### src/rtl/fault_diag_pkg.sv
// Shared parameters, FSM state encoding and dictionary entry type for the
// fault diagnoser.
package fault_diag_pkg;

   localparam int unsigned TEST_COUNT = 60;
   localparam int unsigned OUT_WIDTH  = 32;
   localparam int unsigned ID_WIDTH   = 13;
   localparam int unsigned DIST_WIDTH = 6;
   localparam int unsigned CNT_WIDTH  = $clog2(TEST_COUNT);

   typedef enum logic [1:0] {
      IDLE    = 2'd0,
      COLLECT = 2'd1,
      SCAN    = 2'd2,
      DONE    = 2'd3
   } diag_state_e;

   typedef struct packed {
      logic [ID_WIDTH-1:0]   id;
      logic [TEST_COUNT-1:0] syndrome;
      logic                  last;
   } dict_entry_t;

endpackage

### src/rtl/syndrome_popcount.sv
// Combinational population count built as a balanced binary adder tree.
// The input is padded to the next power of two with zero leaves; node 0 is
// the root. Partial sums never exceed W, so CW bits suffice at every level.
module syndrome_popcount
   import fault_diag_pkg::*;
#(
   parameter int unsigned W  = TEST_COUNT,
   parameter int unsigned CW = DIST_WIDTH
) (
   input  logic [W-1:0]  in_i,
   output logic [CW-1:0] count_o
);

   localparam int unsigned LEVELS = $clog2(W);
   localparam int unsigned PAD    = 1 << LEVELS;

   logic [CW-1:0] node_s [0:2*PAD-2];

   genvar gi;
   generate
      for (gi = 0; gi < PAD; gi++) begin : g_leaf
         if (gi < W) begin : g_bit
            assign node_s[PAD-1+gi] = {{(CW-1){1'b0}}, in_i[gi]};
         end else begin : g_pad
            assign node_s[PAD-1+gi] = {CW{1'b0}};
         end
      end
      for (gi = 0; gi < PAD-1; gi++) begin : g_sum
         assign node_s[gi] = node_s[2*gi+1] + node_s[2*gi+2];
      end
   endgenerate

   assign count_o = node_s[0];

endmodule

### src/rtl/fault_diagnoser.sv
// Builds the observed syndrome from golden/observed response comparisons,
// then streams a fault dictionary and keeps the earliest minimum-Hamming-
// distance entry together with a saturating exact-match count.
module fault_diagnoser
   import fault_diag_pkg::*;
#(
   parameter int unsigned ID_W = ID_WIDTH
) (
   input  logic                  clk_i,
   input  logic                  rst_i,
   input  logic                  start_i,
   input  logic                  resp_valid_i,
   input  logic [OUT_WIDTH-1:0]  resp_golden_i,
   input  logic [OUT_WIDTH-1:0]  resp_observed_i,
   input  logic                  dict_valid_i,
   output logic                  dict_ready_o,
   input  logic [ID_W-1:0]       dict_id_i,
   input  logic [TEST_COUNT-1:0] dict_syndrome_i,
   input  logic                  dict_last_i,
   output logic                  busy_o,
   output logic                  done_o,
   output logic [TEST_COUNT-1:0] syndrome_o,
   output logic                  fault_free_o,
   output logic [ID_W-1:0]       best_id_o,
   output logic [DIST_WIDTH-1:0] best_dist_o,
   output logic [ID_W-1:0]       match_count_o
);

   diag_state_e           state_q, state_d;
   logic [CNT_WIDTH-1:0]  cnt_q, cnt_d;
   logic [TEST_COUNT-1:0] syndrome_q, syndrome_d;
   logic                  fault_free_q, fault_free_d;
   logic [ID_W-1:0]       best_id_q, best_id_d;
   logic [DIST_WIDTH-1:0] best_dist_q, best_dist_d;
   logic [ID_W-1:0]       match_q, match_d;
   logic                  have_best_q, have_best_d;

   logic [DIST_WIDTH-1:0] dist_s;
   logic                  accept_s;
   logic                  mismatch_s;
   logic                  last_resp_s;

   syndrome_popcount #(.W(TEST_COUNT), .CW(DIST_WIDTH)) u_popcount (
      .in_i    (dict_syndrome_i ^ syndrome_q),
      .count_o (dist_s)
   );

   assign accept_s    = (state_q == SCAN) && dict_valid_i;
   assign mismatch_s  = (resp_golden_i != resp_observed_i);
   assign last_resp_s = (cnt_q == CNT_WIDTH'(TEST_COUNT - 1));

   assign dict_ready_o  = (state_q == SCAN);
   assign busy_o        = (state_q == COLLECT) || (state_q == SCAN);
   assign done_o        = (state_q == DONE);
   assign syndrome_o    = syndrome_q;
   assign fault_free_o  = fault_free_q;
   assign best_id_o     = best_id_q;
   assign best_dist_o   = best_dist_q;
   assign match_count_o = match_q;

   // Next-state logic: start restarts from any state; otherwise collect
   // responses, then score each accepted dictionary entry.
   always_comb begin
      state_d      = state_q;
      cnt_d        = cnt_q;
      syndrome_d   = syndrome_q;
      fault_free_d = fault_free_q;
      best_id_d    = best_id_q;
      best_dist_d  = best_dist_q;
      match_d      = match_q;
      have_best_d  = have_best_q;

      if (start_i) begin
         state_d      = COLLECT;
         cnt_d        = '0;
         syndrome_d   = '0;
         fault_free_d = 1'b0;
         best_id_d    = '0;
         best_dist_d  = '0;
         match_d      = '0;
         have_best_d  = 1'b0;
      end else begin
         case (state_q)
            IDLE: begin
               state_d = IDLE;
            end
            COLLECT: begin
               if (resp_valid_i) begin
                  syndrome_d[cnt_q] = mismatch_s;
                  if (last_resp_s) begin
                     state_d      = SCAN;
                     cnt_d        = '0;
                     fault_free_d = (syndrome_d == '0);
                  end else begin
                     cnt_d = cnt_q + CNT_WIDTH'(1);
                  end
               end else begin
                  cnt_d = cnt_q;
               end
            end
            SCAN: begin
               if (accept_s) begin
                  have_best_d = 1'b1;
                  // Strict less-than keeps the earliest entry on ties.
                  if (!have_best_q || (dist_s < best_dist_q)) begin
                     best_id_d   = dict_id_i;
                     best_dist_d = dist_s;
                  end else begin
                     best_id_d   = best_id_q;
                     best_dist_d = best_dist_q;
                  end
                  if ((dist_s == '0) && (match_q != {ID_W{1'b1}})) begin
                     match_d = match_q + ID_W'(1);
                  end else begin
                     match_d = match_q;
                  end
                  if (dict_last_i) begin
                     state_d = DONE;
                  end else begin
                     state_d = SCAN;
                  end
               end else begin
                  state_d = SCAN;
               end
            end
            DONE: begin
               state_d = DONE;
            end
            default: begin
               state_d = IDLE;
            end
         endcase
      end
   end

   // State and datapath registers with synchronous reset.
   always_ff @(posedge clk_i) begin
      if (rst_i) begin
         state_q      <= IDLE;
         cnt_q        <= '0;
         syndrome_q   <= '0;
         fault_free_q <= 1'b0;
         best_id_q    <= '0;
         best_dist_q  <= '0;
         match_q      <= '0;
         have_best_q  <= 1'b0;
      end else begin
         state_q      <= state_d;
         cnt_q        <= cnt_d;
         syndrome_q   <= syndrome_d;
         fault_free_q <= fault_free_d;
         best_id_q    <= best_id_d;
         best_dist_q  <= best_dist_d;
         match_q      <= match_d;
         have_best_q  <= have_best_d;
      end
   end

endmodule
### config.mk
export PLATFORM = sky130hd
export DESIGN_NAME = fault_diagnoser
export DESIGN_NICKNAME = d
export VERILOG_FILES = /design/src/rtl/fault_diag_pkg.sv /design/src/rtl/syndrome_popcount.sv /design/src/rtl/fault_diagnoser.sv
export SDC_FILE = /design/constraint.sdc
export NUM_CORES = 1
export LEC_CHECK = 0
export CAP_MARGIN = 25
export CORE_ASPECT_RATIO = 1.5
export CORE_MARGIN = 5
export CORE_UTILIZATION = 51
export DETAILED_ROUTE_END_ITERATION = 10
export GPL_TIMING_DRIVEN = 1
export PLACE_DENSITY_LB_ADDON = 0.2
export SYNTH_ARGS = -nofsm -noshare
export SYNTH_HDL_FRONTEND = slang
export SYNTH_SLANG_ARGS = --single-unit
### constraint.sdc
create_clock -name clk_i -period 12.7 [get_ports clk_i]
set_input_delay 1.905 -clock clk_i [delete_from_list [all_inputs] [get_ports clk_i]]
set_output_delay 1.905 -clock clk_i [all_outputs]
set_load 0.02 [all_outputs]
; Word-level counts from Yosys, hierarchy flattened
; Cells that the tools add are included.
[classes]
add_sub_neg = 61
mul = 0
div = 0
order_cmp = 3
eq_ne = 10
shift = 0
mux = 10
n_bitwise = 1
reduce_logical = 17
[op_table]
columns = cell, n
row1 = $add 1x1->2, 30
row2 = $bwmux 60, 1
row3 = $logic_not 60->1, 1
row4 = $xor 60x60->60, 1
row5 = $add 2x2->3, 15
row6 = $ne 32x32->1, 1
row7 = $add 3x3->4, 7
row8 = $add 4x4->5, 3
row9 = $add 13x1->13 const B, 1
row10 = $ne 13x13->1 const B, 1
row11 = $add 5x5->6, 2
row12 = $reduce_and 3->1, 3
row13 = $pmux 2 s4, 1
row14 = $reduce_and 2->1, 4
row15 = $lt 6x7->1 const B, 1
row16 = $add 6x1->6 const B, 1
row17 = $add 6x6->6, 1
row18 = $demux 1 s6, 1
row19 = $eq 6x6->1 const B, 1
row20 = $ge 6x1->1 const B, 1
row21 = $logic_not 6->1, 1
row22 = $lt 6x6->1, 1
row23 = $mux 2, 3
row24 = $mux 6, 1
row25 = 11 further kinds, 19
[totals]
reg_bits = 102
latchBits = 0
ram_bits = 0
romBits = 0
in_bits = 143
wordCells = 111
mem_count = 0

; Longest topological paths before layout
; Gate-level depths: netlist (run 1).
[logic_depth]
word_depth = 10
ltp_mapped = 28

; By module
; Synthesis (run 1) repeated with hierarchy kept, for this count alone.
[unflattened]
cells_unflattened = 937
area_unflattened_um2 = 8096.5
[by_module_without_submodules]
columns = module, instances, cells_each, area_each_um2, seq_area_each_um2
row1 = fault_diagnoser, 1, 734, 6057.1, 2042.0
row2 = syndrome_popcount, 1, 203, 2039.5, 0.0

; Least setup slack after synthesis (run 1)
; OpenSTA, ideal clock, no wires.
[synth_timing]
kind = in2reg
from = input dict_syndrome_i[0]
to = register best_dist_q[0], in the netlist best_dist_o[0]
setup_ns = 0.128
arrival_ns = 8.497
required_time_ns = 12.572
slack_ns = 4.075
cell_stages = 22
path_cell_list = xnor2_1 > fa_1 > fa_1 > fa_1 > fa_1 > fa_1 > fa_1 > fa_1 > fa_1 > inv_1 > ha_1 > fa_1 > ha_1 > a21o_1 > a21o_1 > a21o_1 > a21o_1 > a21oi_1 > o21bai_1 > buf_1 > mux2i_1 > nor2_1
[synth_between]
elab_chain_cells = 10
[synth_rtl]
columns = item, line_no
row1 = start: declaration, fault_diagnoser.sv:18  ; input logic [TEST_COUNT-1:0] dict_syndrome_i,
row2 = $xor 60x60->60, fault_diagnoser.sv:44  ; .in_i (dict_syndrome_i ^ syndrome_q),
row3 = $add 1x1->2, syndrome_popcount.sv:29  ; assign node_s[gi] = node_s[2*gi+1] + node_s[2*gi+2];
row4 = $add 2x2->3, syndrome_popcount.sv:29
row5 = $add 3x3->4, syndrome_popcount.sv:29
row6 = $add 4x4->5, syndrome_popcount.sv:29
row7 = $add 5x5->6, syndrome_popcount.sv:29
row8 = $add 6x6->6, syndrome_popcount.sv:29
row9 = net dist_s[1], fault_diagnoser.sv:38  ; logic [DIST_WIDTH-1:0] dist_s;
row10 = $lt 6x6->1, fault_diagnoser.sv:105  ; if (!have_best_q || (dist_s < best_dist_q)) begin
row11 = $logic_or 1x1->1, fault_diagnoser.sv:105
row12 = $reduce_and 3->1 (no source line), n/a
row13 = end signal: assignment, fault_diagnoser.sv:153  ; best_dist_q <= best_dist_d;
row14 = end: declaration, fault_diagnoser.sv:34  ; logic [DIST_WIDTH-1:0] best_dist_q, best_dist_d;
; The timed path passes the listed nets, and every way through them passes these cells.
; A chain may end at the register's enable or synchronous reset.

; Final worst setup path (run 1)
[layout_timing]
from = input dict_syndrome_i[35]
to = register match_q[3], in the netlist match_count_o[3]
[layout_between]
elab_chain_cells = 10
[layout_rtl]
columns = item, line_no
row1 = $xor 60x60->60, fault_diagnoser.sv:44
row2 = $add 1x1->2, syndrome_popcount.sv:29
row3 = $add 2x2->3, syndrome_popcount.sv:29
row4 = $add 3x3->4, syndrome_popcount.sv:29
row5 = $add 4x4->5, syndrome_popcount.sv:29
row6 = $add 5x5->6, syndrome_popcount.sv:29
row7 = $add 6x6->6, syndrome_popcount.sv:29
row8 = net dist_s[5], fault_diagnoser.sv:38
row9 = $logic_not 6->1, fault_diagnoser.sv:112  ; if ((dist_s == '0) && (match_q != {ID_W{1'b1}})) begin
row10 = $logic_and 1x1->1, fault_diagnoser.sv:112
row11 = $reduce_and 3->1 (no source line), n/a
row12 = end signal: assignment, fault_diagnoser.sv:154  ; match_q <= match_d;
row13 = end: declaration, fault_diagnoser.sv:35  ; logic [ID_W-1:0] match_q, match_d;
; The timed path passes the listed nets, and every way through them passes these cells.

==> key figures, run 1 <==
Synthesis
  • Leading cell type by number of instances after synthesis: xnor2_1
  • Number of enable-type register cells in the synthesized netlist: 0
  • Flip-flop and latch count after synthesis: 102
  • Share of the yosys chip area belonging to registers: 0.272
  • Ranking of synthesized cells by area: dfxtp_1 27%, fa_1 13%, xnor2_1 12%, a311oi_1 6.2%, a21oi_1 4.7%
  • Synthesized area per cell: 8.91 um2
  • Count of different cell masters after synthesis: 55
  • Primary flip-flop cell chosen by synthesis mapping: dfxtp_1
  • Cell count after synthesis: 841
  • Synthesized area: 7500 um2
  • Fraction of synthesis flops using an asynchronous set or reset pin: 0
  • Net count after synthesis: 1058
  • Synth Warn #: 0
  • Top cell type by total area after synthesis: dfxtp_1
  • Fraction of post-synthesis cell area in the top cell type by area: 0.272
  • Most numerous cell types in the synthesized netlist: 104 x xnor2_1, 102 x dfxtp_1, 78 x nor2_1

Place
  • Count of port buffers added during placement: 238
  • Total placed instance area: 9960 um2
  • Final GP Congestion: 0.989
  • Final HPWL DP: 20.0 mm

Floorplan
  • Y dimension of the die: 158 um
  • Die area: 17300 um2
  • I/O pin cnt: 239
  • Initial Util: 0.516
  • Core Region: 14500 um2
  • X dimension of the die: 109 um
  • Rows: 54

Worst setup path
  • Library cell contributing the largest single delay on the critical path: or4_1
  • Critical Path Source: dict_syndrome_i[35]
  • Nature of the critical path endpoint: flop
  • Endpoint arrival time on the critical path: 9.47 ns
  • Type of origin of the critical path: input pin
  • Depth of the worst register-to-register path: 18
  • Largest incremental delay on the critical path: 0.84 ns
  • Worst R2R Start: syndrome_o[51]
  • Cells along the critical path: clkdlybuf4s50_1 -> xnor2_1 -> fa_1 -> fa_1 -> fa_1 -> fa_1 -> inv_1 -> fa_1 -> inv_1 -> fa_1 -> fa_1 -> fa_1 -> inv_1 -> ha_1 -> a21o_1 -> a21oi_2 -> o21bai_1 -> a21oi_2 -> xnor2_1 -> or4_1 -> or3_1 -> a21oi_1
  • Crit path max fanout: 14
  • Critical path's most frequent cell: fa_1
  • Worst setup path class: in -> reg
  • WP data required: 12.97 ns

Global routing
  • Number of antenna violations at the first check in global routing: 0
  • Grt met1 use: 0.331
  • Top Usage Layer GRT: met2
  • Maximum number of pins on one net before global-route repair: 87
  • Via count of the first global-routing pass: 7127
  • Aggregate global-route resource usage: 0.294
  • Remaining global-route overflow: 0
  • First-pass GRT wire length: 38.8 mm
  • Met2 routing resource usage after global routing: 0.512
  • Met3 demand-to-capacity share in global routing: 0.0625

CTS
  • Clock Latency Late Sink: 0.36 ns
  • H-Tree Level Count: 3
  • Buffer cell driving the clock tree root: clkbuf_16
  • Post-CTS Repair Setup Buffers: 0
  • Sink Count: 102
  • Clock edge transition at the registers on the reported setup and hold paths: 0.08 ns
  • Cts bufs inserted: 9
  • Number of gates resized after cts: 0
  • Number of buffers on the longest clock path: 2
  • TritonCTS clock tree: yes
  • Hold buffer count at CTS: 0

STA
  • RSZ-0062 raised after global routing: no
  • Slew at the pin with the worst max-slew slack: 1.06 ns
  • Max-slew violation total from the final report: 0
  • Highest clock rate: 109 MHz
  • Headroom to the max-slew limit: 0.294
  • Min Clock Period, post-route: 9.20 ns
  • Final clock skew: 0.0159 ns
  • Share of the clock period used by the worst path: 0.724
  • Final setup violating endpoints: 0
  • TNS Setup: 0 ns
  • Hold Fails Final Rpt: 0

Layout
  • Net total in the final layout: 1257
  • Antenna diode instance count: 0
  • Total non-filler cell area in the finished layout: 10300 um2
  • Synthesis-to-layout area growth: 37.0%
  • Final standard cell utilization of the core: 0.707
  • Fillers: 1159
  • Fraction of layout cells with a size suffix above 1: 0.0402

Detailed routing
  • Iteration count of the initial detailed-routing pass: 5
  • Total via count after detailed routing: 7315
  • Post-Route WL: 25.4 mm
  • Number of vias per cell: 5.89
  • Antenna-violating nets left: 0
  • Initial drt markers: 622
  • Wire per inst: 20.5 um
  • Remaining design rule violation count: 0

Power
  • Overall power: 2.82 mW
  • Total power density per cell area: 274 nW/um2
  • Static leakage: 3.60 nW
  • Worst ir drop on vdd: 0.571 mV

Worst hold path
  • Hold Path Cell Cnt: 2
  • Min-delay worst type: reg -> reg
  • Start point of the worst min-delay path: have_best_q

Outcome
  • Status: complete, no violations

Job
  • Max Cap Viol: 0
-- metrics by stage --
| step | cells | hold WS [ns] | setup WS [ns] |
|---|---|---|---|
| finish | 1241 | 0.479 | 3.50 |
| global placement | 1224 | 0.466 | 3.24 |
| floorplan | 841 | 0.432 | 4.08 |
| CTS | 1241 | 0.482 | 3.50 |
| global route | 1241 | 0.513 | 3.23 |
| detailed placement | 1225 | 0.470 | 3.14 |
-- logic make-up after synthesis --
| logic type | Yosys count | synth area share |
|---|---|---|
| multiplexers | 19 | 0.0254 |
| XOR/XNOR | 110 | 0.129 |
| flip-flops | 102 | 0.272 |
| AND/OR/NAND/NOR | 200 | 0.142 |
| AO/OA/AOI/OAI | 217 | 0.196 |
| adder cells (fa/ha/maj) | 74 | 0.174 |
| buffers and inverters | 119 | 0.0621 |
-- cell usage in the layout, fill, tap and decap left out, types with 11 or more instances in the layout --
| cell | synthesis | routed |
|---|---|---|
| nand3_1 | 11 | 11 |
| a31oi_1 | 16 | 16 |
| dfxtp_1 | 102 | 102 |
| mux2i_1 | 19 | 19 |
| nand2_1 | 22 | 22 |
| nor3_1 | 17 | 17 |
| inv_1 | 59 | 59 |
| nand4_1 | 13 | 13 |
| a311oi_1 | 53 | 53 |
| clkdlybuf4s50_1 | 0 | 238 |
| fa_1 | 50 | 50 |
| a211oi_1 | 16 | 16 |
| o21ai_0 | 14 | 14 |
| ha_1 | 24 | 24 |
| nor2_1 | 78 | 78 |
| xnor2_1 | 104 | 104 |
| a21oi_1 | 70 | 70 |
-- final cells by class --
cell class	instances	area, um2	area share
sequential	102	2040	0.199
multi-input combinational	620	4990	0.486
timing repair buffer	248	2460	0.239
inverter	59	221	0.0216
clock buffer	9	225	0.0219
clock inverter	7	86.3	0.00841
tap	196	245	0.0239
-- per-layer routing --
layer / vias up / share of wire / wire, um
li1: 3402 / - / -
met1: 3463 / 0.34 / 8690
met2: 383 / 0.52 / 13200
met3: 67 / 0.079 / 2010
met4: 0 / 0.059 / 1500
met5: - / 0 / 0
-- registers in the layout (all words and copies together) (netlist names) --
| name | count |
|---|---|
| syndrome_o | 60 |
| best_id_o | 13 |
| match_count_o | 13 |
| best_dist_o | 6 |
| cnt_q | 6 |
| state_q | 2 |
| fault_free_o | 1 |
| have_best_q | 1 |
-- worst paths after layout --
| path | endpoint | slack (ns) |
|---|---|---|
| worst min-delay path | have_best_q | 0.48 |
| worst max register to register | match_count_o[3] | 5.07 |
| worst min register to register | have_best_q | 0.48 |
| worst max-delay path | match_count_o[3] | 3.50 |
-- where the power goes --
part / switching, mW / total (mW) / leakage [nW] / internal [mW]
Clock: 0.141 / 0.283 / 0.151 / 0.141
Combinational: 1.20 / 2.21 / 2.63 / 1.01
Sequential: 0.00369 / 0.328 / 0.822 / 0.324
Total: 1.34 / 2.82 / 3.60 / 1.47
-- critical path: cells and delay by family --
family	cells	cell delay, ns
simple gates	2	1.30
compound gates	5	0.79
xor+xnor	2	0.31
fa+ha+maj	9	4.56
buf+inv	4	0.59
Power figures use the tool's default switching activity.
==> run 2: changes to the inputs <==
Settings changed: CORE_UTILIZATION 51 to 48.
Clock period 12.7 ns to 8.66 ns, I/O delays scaled along.
==> key figures, run 2 (synthesis gave the netlist of run 1 again) <==
Outcome
  • Status: complete, no violations

Worst setup path
  • Critical Path Source: dict_syndrome_i[41]
  • Type of origin of the critical path: input pin
  • WP data required: 8.86 ns (-4.11 ns)
  • Nature of the critical path endpoint: flop
  • Endpoint arrival time on the critical path: 8.59 ns (-0.88 ns)
  • Worst R2R Start: syndrome_o[41]
  • Crit path max fanout: 11 (-3)
  • Worst setup path class: in -> reg

Layout
  • Fillers: 1294 (+12%)
  • Total non-filler cell area in the finished layout: 10300 um2 (+0.77%)
  • Synthesis-to-layout area growth: 38.1%
  • Antenna diode instance count: 0 (unchanged)
  • Final standard cell utilization of the core: 0.668 (-0.0387)
  • Number of flip-flops under the largest register name: 60 (unchanged)
  • Most common cell after layout, fill and taps aside: clkdlybuf4s50_1
  • Fraction of layout cells with a size suffix above 1: 0.0516 (+0.0114)
  • Post-layout instance count excluding filler cells: 1250 (+0.73%)
  • Commonest cells after routing, fill and taps aside: 238 x clkdlybuf4s50_1, 102 x dfxtp_1, 99 x xnor2_1
  • Net total in the final layout: 1259 (+0.16%)

STA
  • TNS Setup: 0 ns (unchanged)
  • Headroom to the max-slew limit: 0.318 (+0.0238)
  • Highest clock rate: 119 MHz
  • Min Clock Period, post-route: 8.39 ns
  • Final setup margin: 0.272 ns (-3.23 ns)
  • Hold Fails Final Rpt: 0 (unchanged)
  • Share of the clock period used by the worst path: 0.969
  • Hold WS: 0.485 ns (+0.00544 ns)
  • Max-slew violation total from the final report: 0 (unchanged)
  • RSZ-0062 raised after global routing: no
  • Final setup violating endpoints: 0 (unchanged)
  • Slew at the pin with the worst max-slew slack: 1.02 ns (-0.0333 ns)
  • Final clock skew: 0.0116 ns (-0.00430 ns)

Detailed routing
  • Iteration count of the initial detailed-routing pass: 5 (unchanged)
  • Number of vias per cell: 5.74 (-2.6%)
  • Post-Route WL: 24.7 mm (-2.6%)
  • Initial drt markers: 572 (-8.0%)
  • Wire per inst: 19.8 um (-3.3%)
  • Total via count after detailed routing: 7178 (-1.9%)
  • Remaining design rule violation count: 0 (unchanged)
  • Antenna-violating nets left: 0 (unchanged)

Place
  • Count of placed standard cells including taps: 1234 (+0.73%)
  • Final HPWL DP: 19.2 mm (-3.7%)
  • Total placed instance area: 9990 um2 (+0.31%)
  • Final GP Congestion: 0.969 (-2.0%)
  • Worst slack after detailed placement: -0.147 ns (-3.28 ns)
  • Count of port buffers added during placement: 238 (unchanged)

Floorplan
  • Initial Util: 0.484 (-0.0319)
  • X dimension of the die: 112 um (+2.8%)
  • Die area: 18300 um2 (+5.8%)
  • I/O pin cnt: 239 (unchanged)
  • Core Region: 15500 um2 (+6.6%)
  • Rows: 56 (+3.7%)
  • Y dimension of the die: 163 um (+2.9%)

Worst hold path
  • Start point of the worst min-delay path: have_best_q
  • Min-delay worst type: reg -> reg

CTS
  • Number of buffers on the longest clock path: 2 (unchanged)
  • Hold buffer count at CTS: 0 (unchanged)
  • TritonCTS clock tree: yes
  • Clock Latency Late Sink: 0.35 ns (about the same)
  • Cts bufs inserted: 9 (unchanged)
  • Clock edge transition at the registers on the reported setup and hold paths: 0.08 ns (about the same)
  • H-Tree Level Count: 3 (unchanged)
  • Buffer cell driving the clock tree root: clkbuf_16
  • Sink Count: 102 (unchanged)

Power
  • Static leakage: 3.63 nW (+0.73%)
  • Total power density per cell area: 420 nW/um2 (+53%)
  • Worst ir drop on vdd: 1.00 mV (+75%)
  • Overall power: 4.34 mW (+54%)

Global routing
  • Via count of the first global-routing pass: 7179 (+0.73%)
  • Number of antenna violations at the first check in global routing: 0 (unchanged)
  • Maximum number of pins on one net before global-route repair: 96 (+10%)
  • First-pass GRT wire length: 38.8 mm (unchanged)
  • Remaining global-route overflow: 0 (unchanged)
  • Aggregate global-route resource usage: 0.266 (-0.0278)

Job
  • Max Cap Viol: 0 (unchanged)
## run 2: path summary, 6_finish.rpt
kind | end | depth (start not counted) | slack [ns]
worst max-delay path | best_id_o[0] | 23 | 0.27
worst min-delay path | have_best_q | 2 | 0.48
worst max register to register | best_id_o[0] | 22 | 1.16
worst min register to register | have_best_q | 2 | 0.48
## run 2: timing repair
item / 4_1_cts / 5_1_grt
gates resized for setup: 0 / 10
setup buffers: 0 / 0
endpoints found under the hold margin: 0 / 0
setup endpoints to repair: 0 / 20
## run 2: layout make-up
cell class	count	area [um2]	share of cell area
multi-input combinational	620	5050	0.488
timing repair buffer	250	2480	0.240
sequential	102	2040	0.197
tap	203	254	0.0245
clock buffer	9	225	0.0218
inverter	59	221	0.0214
clock inverter	7	75.1	0.00725
## run 2: routing by layer
layer	vias to the layer above	wire, um	GRT usage
met1	3376	9100	0.316
met5	-	0	0
met2	338	12700	0.473
li1	3400	-	-
met3	64	1700	0.0397
met4	0	1260	0.125
## run 2: power breakdown
part / total (mW) / leakage (nW) / internal, mW / switching [mW]
sequential: 0.481 / 0.822 / 0.475 / 0.00600
combinational: 3.45 / 2.66 / 1.61 / 1.84
clock: 0.409 / 0.144 / 0.205 / 0.205
total: 4.34 / 3.63 / 2.29 / 2.05
## run 2: critical path, cell delays in order
cell and delay [ns]:
clkdlybuf4s50_1 0.41, xnor2_1 0.15, fa_1 0.67, fa_2 0.50, fa_1 0.49, fa_1 0.58
fa_1 0.46, fa_1 0.55, fa_1 0.52, fa_1 0.56, inv_1 0.05, ha_1 0.23
fa_2 0.58, ha_1 0.23, a21o_1 0.15, a21o_1 0.16, a21o_1 0.16, a21o_1 0.17
a21oi_1 0.17, o21bai_2 0.08, buf_4 0.20, mux2i_1 0.15, nor2_1 0.06
==> run 3: changes to the inputs <==
Settings changed: PLACE_DENSITY set to 0.83, PLACE_DENSITY_LB_ADDON 0.2 to unset.
==> key figures, run 3 (synthesis gave the netlist of run 1 again) <==
Outcome
  • Status: complete, no violations

Place
  • Final GP Congestion: 0.942 (-2.8%)
  • Count of placed standard cells including taps: 1232 (-0.16%)
  • Worst slack after detailed placement: -0.190 ns (-0.0425 ns)
  • Final HPWL DP: 19.5 mm (+1.3%)
  • Count of port buffers added during placement: 238 (unchanged)

Power
  • Overall power: 4.37 mW (+0.66%)
  • Part of the power in the clock network: 0.093 (about the same)
  • Switching power summed over all nets: 2.09 mW (+2.0%)
  • Design internal power: 2.28 mW (-0.50%)
  • Sequential share of power: 0.110 (about the same)
  • Total power density per cell area: 422 nW/um2 (+0.59%)
  • Worst ir drop on vdd: 1.08 mV (+7.7%)
  • Fraction of power spent switching nets: 0.479 (+0.00609)
  • Relative contribution of combinational cells to total power: 0.797 (+0.002)
  • Static leakage: 3.64 nW (+0.43%)

Detailed routing
  • Total via count after detailed routing: 7476 (+4.2%)
  • Antenna-violating nets left: 0 (unchanged)
  • Number of vias per cell: 5.99 (+4.2%)
  • Initial drt markers: 668 (+17%)
  • Wire per inst: 20.3 um (+2.5%)
  • Iteration count of the initial detailed-routing pass: 6 (+1)
  • Post-Route WL: 25.3 mm (+2.4%)
  • Remaining design rule violation count: 0 (unchanged)

CTS
  • Cts bufs inserted: 9 (unchanged)
  • Clock Latency Late Sink: 0.36 ns (about the same)
  • Number of gates resized after cts: 0 (unchanged)
  • Buffer cell driving the clock tree root: clkbuf_16
  • Sink Count: 102 (unchanged)
  • Clock edge transition at the registers on the reported setup and hold paths: 0.08 ns (about the same)
  • Number of buffers on the longest clock path: 2 (unchanged)
  • Post-CTS Repair Setup Buffers: 0 (unchanged)
  • TritonCTS clock tree: yes
  • H-Tree Level Count: 3 (unchanged)
  • Hold buffer count at CTS: 0 (unchanged)

Floorplan
  • Die area: 18300 um2 (unchanged)
  • Rows: 56 (unchanged)
  • Initial Util: 0.484 (unchanged)
  • I/O pin cnt: 239 (unchanged)
  • Y dimension of the die: 163 um (unchanged)
  • Core Region: 15500 um2 (unchanged)
  • X dimension of the die: 112 um (unchanged)

Global routing
  • First-pass GRT wire length: 39.0 mm (+0.50%)
  • Via count of the first global-routing pass: 7163 (-0.22%)
  • Remaining global-route overflow: 0 (unchanged)
  • Aggregate global-route resource usage: 0.269 (+0.00276)
  • Maximum number of pins on one net before global-route repair: 96 (unchanged)
  • Number of antenna violations at the first check in global routing: 0 (unchanged)

STA
  • Share of the clock period used by the worst path: 0.965 (-0.00397)
  • Headroom to the max-slew limit: 0.306 (-0.0113)
  • Highest clock rate: 120 MHz (+0.41%)
  • Hold Fails Final Rpt: 0 (unchanged)
  • RSZ-0062 raised after global routing: no
  • Min Clock Period, post-route: 8.35 ns (-0.0344 ns)
  • Final setup violating endpoints: 0 (unchanged)
  • Final clock skew: 0.00938 ns (-0.00218 ns)
  • Slew at the pin with the worst max-slew slack: 1.04 ns (+0.0170 ns)
  • Max-slew violation total from the final report: 0 (unchanged)
  • Hold WS: 0.494 ns (+0.00878 ns)
  • Final setup margin: 0.306 ns (+0.0344 ns)

Layout
  • Final standard cell utilization of the core: 0.669 (about the same)
  • Commonest cells after routing, fill and taps aside: 238 x clkdlybuf4s50_1, 102 x dfxtp_1, 96 x xnor2_1
  • Net total in the final layout: 1258 (-0.079%)
  • Fraction of layout cells with a size suffix above 1: 0.0516 (about the same)
  • Number of flip-flops under the largest register name: 60 (unchanged)
  • Fillers: 1219 (-5.8%)
  • Antenna diode instance count: 0 (unchanged)
  • Synthesis-to-layout area growth: 38.2% (about the same)
  • Post-layout instance count excluding filler cells: 1249 (-0.080%)
  • Most common cell after layout, fill and taps aside: clkdlybuf4s50_1

Worst hold path
  • Min-delay worst type: reg -> reg

Worst setup path
  • WP data required: 8.86 ns (about the same)
  • Crit path max fanout: 20 (+9)
  • Worst setup path class: in -> reg
  • Largest incremental delay on the critical path: 0.62 ns (-0.05 ns)
  • Library cell contributing the largest single delay on the critical path: fa_1
  • Critical path's most frequent cell: fa_1
  • Cells along the critical path: clkdlybuf4s50_1 -> xnor2_2 -> fa_1 -> fa_1 -> fa_1 -> fa_1 -> fa_1 -> fa_1 -> fa_1 -> fa_1 -> inv_1 -> ha_1 -> fa_2 -> ha_1 -> a21o_1 -> a21o_1 -> a21o_1 -> a21o_1 -> a21oi_1 -> o21bai_2 -> buf_12 -> mux2i_1 -> nor2_1
  • Endpoint arrival time on the critical path: 8.56 ns (-0.03 ns)
  • Type of origin of the critical path: input pin
  • Nature of the critical path endpoint: flop

Job
  • Max Cap Viol: 0 (unchanged)
==> run 3: changes by cell type in the layout (fill, tap and decap cells not counted) <==
cell / delta
fa_2: -2
xnor2_1: -3
inv_6: +1
xnor2_2: +3
buf_12: +1
clkinv_8: -1
clkinv_2: +1
fa_1: +2
buf_4: -1
buf_6: -1
clkinv_4: -1
==> run 3: power groups by stage <==
| stage | Clock, mW | Combinational (mW) | Sequential [mW] |
|---|---|---|---|
| 2_1_floorplan | 0 | 2.40 | 0.498 |
| 3_3_place_gp | 0 | 3.04 | 0.491 |
| 3_5_place_dp | 0 | 3.27 | 0.491 |
| 4_1_cts | 0.410 | 3.28 | 0.480 |
| 5_1_grt | 0.432 | 3.99 | 0.481 |
| 6_report | 0.406 | 3.49 | 0.480 |
==> run 3: layout make-up <==
type / instances / area (um2) / share of cell area
Multi-Input combinational cell: 620 / 5070 / 0.489
Timing Repair Buffer: 249 / 2480 / 0.240
Sequential cell: 102 / 2040 / 0.197
Tap cell: 203 / 254 / 0.0245
Clock buffer: 9 / 225 / 0.0217
Inverter: 59 / 221 / 0.0214
Clock inverter: 7 / 63.8 / 0.00616
==> run 3: stage by stage <==
stage,cell area (um2),TNS (ns)
after floorplan,7500,0
after global placement,9970,-0.959
after detailed placement,9980,-3.75
after CTS,10300,0
after global routing,10400,0
final,10400,0
==> run 3: per-layer routing <==
layer | track usage | part of all wire
met3 | 0.0552 | 0.085
met2 | 0.462 | 0.49
met4 | 0.155 | 0.074
met1 | 0.311 | 0.35
met5 | 0 | 0
==> run 3: critical path: cells and delay by family <==
family / cells / cell delay, ns
and+or+nand+nor: 1 / 0.06
adders and majority gates: 11 / 5.26
muxes: 1 / 0.17
buffers and inverters: 3 / 0.68
xor gates and xnor gates: 1 / 0.16
AOI/OAI and AO/OA: 6 / 0.91
==> run 3: worst paths after layout <==
kind                        from              to  slack, ns  cells after the start
max          dict_syndrome_i[35]  best_dist_o[0]       0.31                     23
min                 best_id_o[6]    best_id_o[6]       0.49                      2
max reg2reg       syndrome_o[33]  best_dist_o[0]       1.21                     22
min reg2reg         best_id_o[6]    best_id_o[6]       0.49                      2
